**src/rtl/chip_sched_pkg.sv**
```systemverilog
// chip_sched_pkg -- shared types and default constants for the chip access
// scheduler: opcode and FSM state encodings, default parameter values and a
// small one-hot helper used for per-requester response strobes.
package chip_sched_pkg;

   localparam int          DEF_ADDR_W     = 8;
   localparam int          DEF_DATA_W     = 8;
   localparam int          DEF_STROBE_CYC = 4;
   localparam int          DEF_TIMEOUT    = 1024;
   localparam logic [7:0]  DEF_RES_ADDR   = 8'hFF;
   localparam int          NUM_REQ        = 2;

   typedef enum logic [1:0] {
      OP_READ    = 2'b00,
      OP_WRITE   = 2'b01,
      OP_INFER   = 2'b10,
      OP_ILLEGAL = 2'b11
   } op_t;

   typedef enum logic [2:0] {
      S_IDLE   = 3'd0,
      S_SETUP  = 3'd1,
      S_STROBE = 3'd2,
      S_HOLD   = 3'd3,
      S_START  = 3'd4,
      S_WAIT   = 3'd5,
      S_RESP   = 3'd6
   } state_t;

   // One-hot strobe for a two-requester index.
   function automatic logic [1:0] onehot2(input logic idx);
      onehot2 = 2'b01 << idx;
   endfunction

endpackage

```
**src/rtl/chip_sched_rr.sv**
```systemverilog
// chip_sched_rr -- two-requester round-robin arbiter.
//   clk, rst_n : clock, synchronous active-low reset
//   valid      : request valid per requester
//   accept     : the current winner was accepted this cycle
//   grant      : one-hot winner (zero when nobody is valid)
//   idx        : index of the winner
// The favoured requester moves to the one that was NOT just granted, so the
// last-granted requester always has lowest priority.
module chip_sched_rr
   import chip_sched_pkg::*;
(
   input  logic       clk,
   input  logic       rst_n,
   input  logic [1:0] valid,
   input  logic       accept,
   output logic [1:0] grant,
   output logic       idx
);

   logic prio;  // requester that wins a tie

   always_comb begin
      idx   = prio;
      if (!valid[prio]) idx = ~prio;
      grant = '0;
      if (|valid) grant = onehot2(idx);
   end

   always_ff @(posedge clk) begin
      if (!rst_n)      prio <= 1'b0;
      else if (accept) prio <= ~idx;
   end

endmodule

```
**src/rtl/chip_sched.sv**
```systemverilog
// chip_sched -- schedules host and power-control accesses onto a single
// accelerator chip interface (READ / WRITE / INFER), one at a time.
//   clk, rst_n                        : clock, synchronous active-low reset
//   req_valid_i/req_ready_o           : per-requester request handshake
//   req_op_i/req_addr_i/req_wdata_i   : per-requester opcode, address, data
//   rsp_valid_o/rsp_ready_i           : per-requester response handshake
//   rsp_data_o/rsp_err_o              : shared response data / error
//   chip_cs_o/chip_we_o/chip_start_o  : chip select, write enable, start
//   chip_addr_o/chip_wdata_o          : chip address / write data
//   chip_rdata_i/chip_done_i          : chip read data / inference done
//   busy_o                            : FSM not idle
module chip_sched
   import chip_sched_pkg::*;
#(
   parameter int                ADDR_W     = DEF_ADDR_W,
   parameter int                DATA_W     = DEF_DATA_W,
   parameter int                STROBE_CYC = DEF_STROBE_CYC,
   parameter int                TIMEOUT    = DEF_TIMEOUT,
   parameter logic [ADDR_W-1:0] RES_ADDR   = ADDR_W'(DEF_RES_ADDR)
) (
   input  logic                       clk,
   input  logic                       rst_n,
   input  logic [1:0]                 req_valid_i,
   output logic [1:0]                 req_ready_o,
   input  logic [1:0][1:0]            req_op_i,
   input  logic [1:0][ADDR_W-1:0]     req_addr_i,
   input  logic [1:0][DATA_W-1:0]     req_wdata_i,
   output logic [1:0]                 rsp_valid_o,
   input  logic [1:0]                 rsp_ready_i,
   output logic [DATA_W-1:0]          rsp_data_o,
   output logic                       rsp_err_o,
   output logic                       chip_cs_o,
   output logic                       chip_we_o,
   output logic                       chip_start_o,
   output logic [ADDR_W-1:0]          chip_addr_o,
   output logic [DATA_W-1:0]          chip_wdata_o,
   input  logic [DATA_W-1:0]          chip_rdata_i,
   input  logic                       chip_done_i,
   output logic                       busy_o
);

   // One counter serves both the strobe length and the WAIT timeout.
   localparam int CNT_MAX = (TIMEOUT > STROBE_CYC) ? TIMEOUT : STROBE_CYC;
   localparam int CNT_W   = $clog2(CNT_MAX) + 1;
   localparam logic [CNT_W-1:0] STROBE_LAST = CNT_W'(STROBE_CYC - 1);
   localparam logic [CNT_W-1:0] WAIT_LAST   = CNT_W'(TIMEOUT - 1);

   state_t           state;
   op_t              op_q;
   logic             gnt_q;
   logic [CNT_W-1:0] cnt;

   logic [1:0] rr_grant;
   logic       rr_idx;
   logic       accept;
   op_t        op_in;

   // Ready is only offered in IDLE; gated by reset so nothing is accepted
   // (and no output is high) while reset is asserted.
   assign req_ready_o = (state == S_IDLE && rst_n) ? rr_grant : 2'b00;
   assign accept      = |(req_valid_i & req_ready_o);
   assign op_in       = op_t'(req_op_i[rr_idx]);
   assign busy_o      = (state != S_IDLE);

   chip_sched_rr u_rr (
      .clk    (clk),
      .rst_n  (rst_n),
      .valid  (req_valid_i),
      .accept (accept),
      .grant  (rr_grant),
      .idx    (rr_idx)
   );

   always_ff @(posedge clk) begin
      if (!rst_n) begin
         state        <= S_IDLE;
         op_q         <= OP_READ;
         gnt_q        <= 1'b0;
         cnt          <= '0;
         chip_cs_o    <= 1'b0;
         chip_we_o    <= 1'b0;
         chip_start_o <= 1'b0;
         chip_addr_o  <= '0;
         chip_wdata_o <= '0;
         rsp_valid_o  <= '0;
         rsp_data_o   <= '0;
         rsp_err_o    <= 1'b0;
      end else begin
         case (state)
            S_IDLE: begin
               if (accept) begin
                  gnt_q      <= rr_idx;
                  op_q       <= op_in;
                  rsp_data_o <= '0;
                  rsp_err_o  <= 1'b0;
                  case (op_in)
                     OP_READ, OP_WRITE: begin
                        state        <= S_SETUP;
                        chip_addr_o  <= req_addr_i[rr_idx];
                        chip_wdata_o <= req_wdata_i[rr_idx];
                     end
                     OP_INFER: begin
                        state        <= S_START;
                        chip_start_o <= 1'b1;
                     end
                     default: begin
                        // Illegal opcode: answer with an error, never touch the chip.
                        state       <= S_RESP;
                        rsp_err_o   <= 1'b1;
                        rsp_valid_o <= onehot2(rr_idx);
                     end
                  endcase
               end
            end
            S_SETUP: begin
               state     <= S_STROBE;
               chip_cs_o <= 1'b1;
               chip_we_o <= (op_q == OP_WRITE);
               cnt       <= '0;
            end
            S_STROBE: begin
               if (cnt == STROBE_LAST) begin
                  state     <= S_HOLD;
                  chip_cs_o <= 1'b0;
                  chip_we_o <= 1'b0;
                  // READ and the INFER result read both capture here.
                  if (op_q != OP_WRITE) rsp_data_o <= chip_rdata_i;
               end else begin
                  cnt <= cnt + 1'b1;
               end
            end
            S_HOLD: begin
               state        <= S_RESP;
               rsp_valid_o  <= onehot2(gnt_q);
               chip_addr_o  <= '0;
               chip_wdata_o <= '0;
            end
            S_START: begin
               state        <= S_WAIT;
               chip_start_o <= 1'b0;
               cnt          <= '0;
            end
            S_WAIT: begin
               // done has priority over an expiring timeout.
               if (chip_done_i) begin
                  state        <= S_SETUP;
                  chip_addr_o  <= RES_ADDR;
                  chip_wdata_o <= '0;
               end else if (cnt == WAIT_LAST) begin
                  state       <= S_RESP;
                  rsp_err_o   <= 1'b1;
                  rsp_data_o  <= '0;
                  rsp_valid_o <= onehot2(gnt_q);
               end else begin
                  cnt <= cnt + 1'b1;
               end
            end
            S_RESP: begin
               if (rsp_ready_i[gnt_q]) begin
                  state       <= S_IDLE;
                  rsp_valid_o <= '0;
                  rsp_data_o  <= '0;
                  rsp_err_o   <= 1'b0;
               end
            end
            default: state <= S_IDLE;
         endcase
      end
   end

endmodule

```
**config.mk**
```make
export PLATFORM = sky130hd
export DESIGN_NAME = chip_sched
export DESIGN_NICKNAME = d
export VERILOG_FILES = /design/src/rtl/chip_sched_pkg.sv /design/src/rtl/chip_sched_rr.sv /design/src/rtl/chip_sched.sv
export SDC_FILE = /design/constraint.sdc
export NUM_CORES = 1
export LEC_CHECK = 0
export BUFFER_PORTS_ARGS = -buffer_cell sky130_fd_sc_hd__buf_2
export CAP_MARGIN = 20
export CORE_ASPECT_RATIO = 1.5
export CORE_MARGIN = 5
export CORE_UTILIZATION = 55
export CTS_CLUSTER_SIZE = 40
export DETAILED_ROUTE_END_ITERATION = 10
export GPL_ROUTABILITY_DRIVEN = 0
export PLACE_DENSITY = 0.85
export SETUP_SLACK_MARGIN = 0.05
export SLEW_MARGIN = 20
export SYNTH_ARGS = -nofsm -noshare
export SYNTH_HDL_FRONTEND = slang
export SYNTH_SLANG_ARGS = --single-unit
```
**constraint.sdc**
```tcl
create_clock -name clk -period 3.97 [get_ports clk]
set_clock_uncertainty 0.15 [all_clocks]
set_input_delay 0.794 -clock clk [delete_from_list [all_inputs] [get_ports clk]]
set_output_delay 0.794 -clock clk [all_outputs]
set_load 0.1 [all_outputs]
```
==> run_results.csv, run 1 <==
group,metric,value,unit
outcome,outcome,"completed",
cts,path_clk_slew,0.08,ns
setup_path,end_kind,"output port",
cts,h-tree-depth,2,
sta,fin_crit_sh,0.773,
yosys,synth_top_area_frac,0.361,
cts,holdBufCountCts,0,
setup_path,crit_start,"req_valid_i[0]",
finish,multi_input_area,1550,µm²
sta,fin_setup_tns,0,ns
global_routing,grt_pass1_vias,2492,
global_routing,grtUsageTotal,0.229,
sta,report.final.slew_viol_count,0,
global_routing,grt_overflow,0,
global_routing,grt_max_degree,23,
finish,area_growth,19.3,%
setup_path,rrSetupSlack,1.24,ns
yosys,synthTopCellsByCount,"dfxtp_1 (48), nand2_1 (38), a21oi_1 (23)",
finish,seq_area,961,µm²
setup_path,worstSetupPathType,"primary input to output port",
floorplan,io_pins,84,
sta,worst_hold_slack,0.304,ns
setup_path,cp-start-kind,"primary input",
floorplan,die_area,6360,µm²
floorplan,num_rows,31,
yosys,ys_ff_latch,48,
sta,fmax,326,MHz
yosys,yosysMostFrequentCell,"dfxtp_1",
cts,cts_setup_buffers,0,
cts,clock-sinks,48,
pwr,p_per_area,879,nW/µm²
sta,worstMarginPinSlew,0.987,ns
yosys,synthCells,317,
setup_path,reg2reg_to,"chip_addr_o[0]",
detailed_routing,routedWlPerCell,15.2,µm
yosys,synth_edf_count,0,
sta,finalHoldViolCount,0,
floorplan,fp.coreArea,4770,µm²
floorplan,die_x,66.8,µm
setup_path,crit_path_end,"req_ready_o[1]",
finish,fill_cells,405,
setup_path,arrival,2.12,ns
yosys,synthDistinctLibCells,52,
detailed_routing,drtIter0Drc,135,
yosys,synth-seq-area-share,0.361,
pwr,leakagePower,1.33,nW
detailed_routing,drcViolationCount,0,
cts,cts.path.max_buffers,2,
setup_path,cp_max_fo,7,
placement,dp_hpwl,5310,µm
detailed_routing,totalWireLength,6980,µm
detailed_routing,routed_via_density,5.91,
sta,setup-violations-final,0,
cts,clockRootBuffer,"clkbuf_8",
yosys,synth.avg_cell_area,8.39,µm²
yosys,synth.net_count,369,
detailed_routing,ant_nets,0,
setup_path,required,3.03,ns
yosys,synth-main-ff-cell,"dfxtp_1",
pwr,ir_drop,0.575,mV
cts,clock_latency,0.30,ns
yosys,synth_area,2660,µm²
yosys,async_flop_share,0,
sta,rsz0062_at_grt,"false",
detailed_routing,drtPass1Iterations,4,
setup_path,reg2reg_depth,5,
sta,min_period,3.07,ns
floorplan,start_util,0.558,
finish,layout.nets,444,
placement,portBuffers,83,
detailed_routing,vias,2713,
run,drv_cap,0,
floorplan,die_h,95.2,µm
cts,cts.repair.resized,0,
global_routing,grt_pass1_wl,11400,µm
sta,max_slew_margin,0.340,
yosys,netlist_top_cells_area,"dfxtp_1 (36%), mux2i_1 (6.4%), nand2_1 (5.4%)",
finish,diodes,0,
yosys,synth-warning-count,0,
cts,cts_tree,"done",
yosys,yosys.area.top_type,"dfxtp_1",
setup_path,r2r_start,"state[0]",
global_routing,antenna_found_initial,0,
cts,numCtsBuffers,5,
finish,drive_above_1_share,0.303,
hold_path,hold_class,"register to register",
cell type report:
class | count | area share
Multi-Input combinational cell | 237 | 0.488
Inverter | 14 | 0.0166
Tap cell | 66 | 0.0260
Clock buffer | 8 | 0.0284
Timing Repair Buffer | 86 | 0.138
Sequential cell | 48 | 0.303
critical path: stages:
cell and delay [ns]:
buf_2 0.12, and2b_1 0.16, nor2_1 0.36, nand3_1 0.17
inv_1 0.10, buf_2 0.43
placed cells by master (no fill, tap or decap), types with 12 or more instances in the layout:
cell type,synthesis,final
buf_2,5,83
dfxtp_1,48,48
nand2_1,38,38
a21oi_1,23,23
o21ai_0,20,20
nor2_1,17,17
mux2i_1,17,17
inv_1,12,12
sequential cells by signal, indices dropped and copies added, names as in the netlist:
register	flops
cnt	11
chip_addr_o	8
chip_wdata_o	8
rsp_data_o	8
state	3
op_q	2
rsp_valid_o	2
chip_cs_o	1
chip_start_o	1
chip_we_o	1
gnt_q	1
rsp_err_o	1
u_rr.prio	1
report_power, final:
group	switching, W	leakage [nW]	total (W)	internal (W)
Clock	0.000159	0.0455	0.000301	0.000142
Combinational	0.00132	0.892	0.00176	0.000440
Sequential	0.000122	0.392	0.000730	0.000608
cell families (layout without fill, tap and decap cells):
family,count (synthesis),after routing,share of synthesized area
DFF,48,48,0.361
AOI/OAI and AO/OA,88,88,0.231
adders and majority gates,1,1,0.00470
buffers and inverters,32,108,0.0560
and+or+nand+nor,119,119,0.235
xor gates and xnor gates,3,3,0.00988
muxes,26,26,0.102
worst min path at each step:
stage | slack (ns) | start | endpoint | depth (start not counted)
global route | 0.33 | chip_addr_o[4] | chip_addr_o[4] | 2
floorplan | 0.30 | op_q[0] | op_q[0] | 2
finish | 0.30 | chip_addr_o[4] | chip_addr_o[4] | 2
global placement | 0.29 | chip_addr_o[2] | chip_addr_o[2] | 2
detailed placement | 0.30 | chip_addr_o[1] | chip_addr_o[1] | 2
CTS | 0.31 | chip_addr_o[4] | chip_addr_o[4] | 2
stage by stage:
stage | instances | total power, W | setup WS [ns] | cell area, µm² | util
global placement | 451 | 0.00246 | 0.943 | 3080 | 0.646
finish | 459 | 0.00279 | 0.902 | 3170 | 0.665
floorplan | 317 | 0.00224 | 0.704 | 2660 | -
global route | 459 | 0.00295 | 0.788 | 3170 | 0.665
detailed placement | 451 | 0.00249 | 0.918 | 3080 | 0.646
CTS | 459 | 0.00279 | 0.906 | 3170 | 0.665
layer usage:
metal	wire (µm)	vias up	global-route usage
met4	157	0	0.0932
met3	361	16	0.0554
met5	0	-	0
met1	2640	1295	0.251
met2	3820	75	0.415
li1	-	1327	-
No activity file was read; power rests on OpenSTA's default activity.
==> inputs of run 2 (changes only) <==
- CORE_UTILIZATION: 55 -> 46
- PLACE_DENSITY: 0.85 -> 0.76
- clock period: 3.97 -> 2.5 ns (I/O delays scaled with it)
==> run_results.csv, run 2 (same netlist as run 1, synthesis figures left out) <==
group,metric,value,unit
finish,final_common_cell,"buf_2",
pwr,leakagePower,1.43,nW
placement,portBuffers,83,
detailed_routing,drcViolationCount,0,
finish,diodes,0,
finish,fill_cells,532,
setup_path,cpLargestDelayFamily,"buffers and inverters",
pwr,ir_drop,0.794,mV
detailed_routing,routed_via_density,5.67,
setup_path,arrival,1.73,ns
floorplan,die_area,7440,µm²
cts,numCtsBuffers,5,
cts,holdBufCountCts,0,
sta,rsz0062_at_grt,"true",
setup_path,r2r_start,"state[1]",
detailed_routing,routedWlPerCell,15.4,µm
detailed_routing,totalWireLength,7340,µm
setup_path,rrSetupSlack,0.16,ns
sta,finalHoldViolCount,0,
finish,drive_above_1_share,0.345,
global_routing,antenna_found_initial,0,
sta,setup-violations-final,0,
detailed_routing,drtIter0Drc,209,
global_routing,grt_overflow,0,
global_routing,grtUsageTotal,0.201,
sta,min_period,2.38,ns
sta,fmax,420,MHz
setup_path,required,1.85,ns
hold_path,holdCritStartpoint,"chip_rdata_i[0]",
setup_path,max_stage_delay,0.37,ns
floorplan,start_util,0.467,
finish,fin_area,3390,µm²
detailed_routing,ant_nets,0,
cts,cts_tree,"done",
placement,dpl.cell_count,470,
finish,layout.nets,457,
cts,clockRootBuffer,"clkbuf_8",
hold_path,min_to,"rsp_data_o[0]",
cts,clock_latency,0.30,ns
setup_path,reg2reg_depth,6,
finish,layout.cells.most_common_list,"buf_2 (81), dfxtp_1 (47), nand2_1 (38), a21oi_1 (23), o21ai_0 (20)",
pwr,p_per_area,1440,nW/µm²
global_routing,grt_pass1_vias,2576,
cts,path_clk_slew,0.09,ns
sta,report.final.slew_viol_count,0,
floorplan,die_h,103,µm
floorplan,die_x,72.1,µm
setup_path,end_kind,"output port",
placement,dp_hpwl,5630,µm
sta,fin_crit_sh,0.953,
placement,post_dp_cell_area,3220,µm²
finish,fin_cells,478,
setup_path,worstSetupPathType,"register to output port",
sta,max_slew_margin,0.594,
global_routing,grt_max_degree,29,
cts,clock-sinks,48,
setup_path,reg2reg_to,"chip_wdata_o[5]",
global_routing,grt_pass1_wl,11900,µm
setup_path,cpMostUsedCell,"inv_2",
hold_path,hold_class,"primary input to register",
sta,fin_setup_tns,0,ns
run,drv_cap,0,
detailed_routing,drtPass1Iterations,4,
hold_path,min_path_cells,3,
cts,h-tree-depth,2,
floorplan,io_pins,84,
finish,area_growth,27.5,%
finish,regMostFlops,"cnt",
setup_path,slowest_stage,"dfxtp_2",
setup_path,cp_max_fo,10,
setup_path,cp-start-kind,"register",
finish,largest_reg_flops,11,
cts,cts.path.max_buffers,2,
floorplan,num_rows,34,
floorplan,fp.coreArea,5700,µm²
detailed_routing,vias,2710,
sta,worstMarginPinSlew,0.607,ns
setup_path,crit_chain,"buf_4 > nor3_4 > inv_2 > nor2_4 > nand3_1 > inv_2 > buf_12",
outcome,outcome,"completed",
setup_path,crit_buf_inv,4,
## run 2: changes by cell type in the layout (fill, tap and decap cells not counted), moves of 2 or more
cell       delta
buf_12        +2
buf_2         -2
buf_4        +13
bufinv_16     +3
clkbuf_1      -2
nor2_1        -2
## run 2: how the worst max path moves through the flow
stage	from	to	slack [ns]	cells after the start
2_1_floorplan	state[1]	req_ready_o[1]	0.05	6
3_3_place_gp	req_valid_i[1]	chip_wdata_o[4]	0.03	6
3_5_place_dp	req_valid_i[1]	chip_wdata_o[5]	-0.02	6
4_1_cts	state[1]	req_ready_o[1]	0.06	7
5_1_grt	state[1]	req_ready_o[1]	0.04	7
6_report	state[1]	req_ready_o[1]	0.12	7
## run 2: per-layer routing
metal,global-route usage,share of wire,vias up
met1,0.212,0.38,1277
met2,0.380,0.55,69
met4,0.0883,0.024,0
li1,-,-,1348
met3,0.0390,0.042,16
met5,0,0,-
## run 2: through the flow
stage               total power, W  worst slack (ns)   util  hold WS [ns]
detailed placement         0.00411           -0.0169  0.565         0.295
CTS                        0.00488            0.0644  0.594         0.276
global placement           0.00406            0.0265  0.565         0.289
floorplan                  0.00356            0.0503      -         0.301
finish                     0.00488             0.118  0.595         0.279
global route               0.00514            0.0373  0.595         0.279
## run 2: repair_timing
item	4_1_cts	5_1_grt
resized for setup	2	4
setup endpoints to repair	1	15
gates cloned	0	0
setup buffers	0	0
## run 2: area by class of cell
type	count	area, µm²	share of cell area
Clock inverter	3	90.1	0.0266
Clock buffer	5	68.8	0.0203
Inverter	14	52.6	0.0155
Timing Repair Buffer	99	566	0.167
Sequential cell	48	962	0.284
Tap cell	72	90.1	0.0266
Multi-Input combinational cell	237	1560	0.461
## run 2: worst register-to-register path: stages (launching register included)
cell and delay (ns):
dfxtp_2 0.37, buf_4 0.18, nor3_4 0.21, inv_2 0.11, o32a_4 0.48, or2_2 0.45
a31o_2 0.29
## run 2: power breakdown
part           switching (W)  leakage [nW]  internal, W  total, W
clock network       0.000264        0.0784     0.000500  0.000764
registers           0.000137         0.392     0.000968   0.00110
logic                0.00220         0.963     0.000814   0.00302
total                0.00260          1.43      0.00228   0.00488
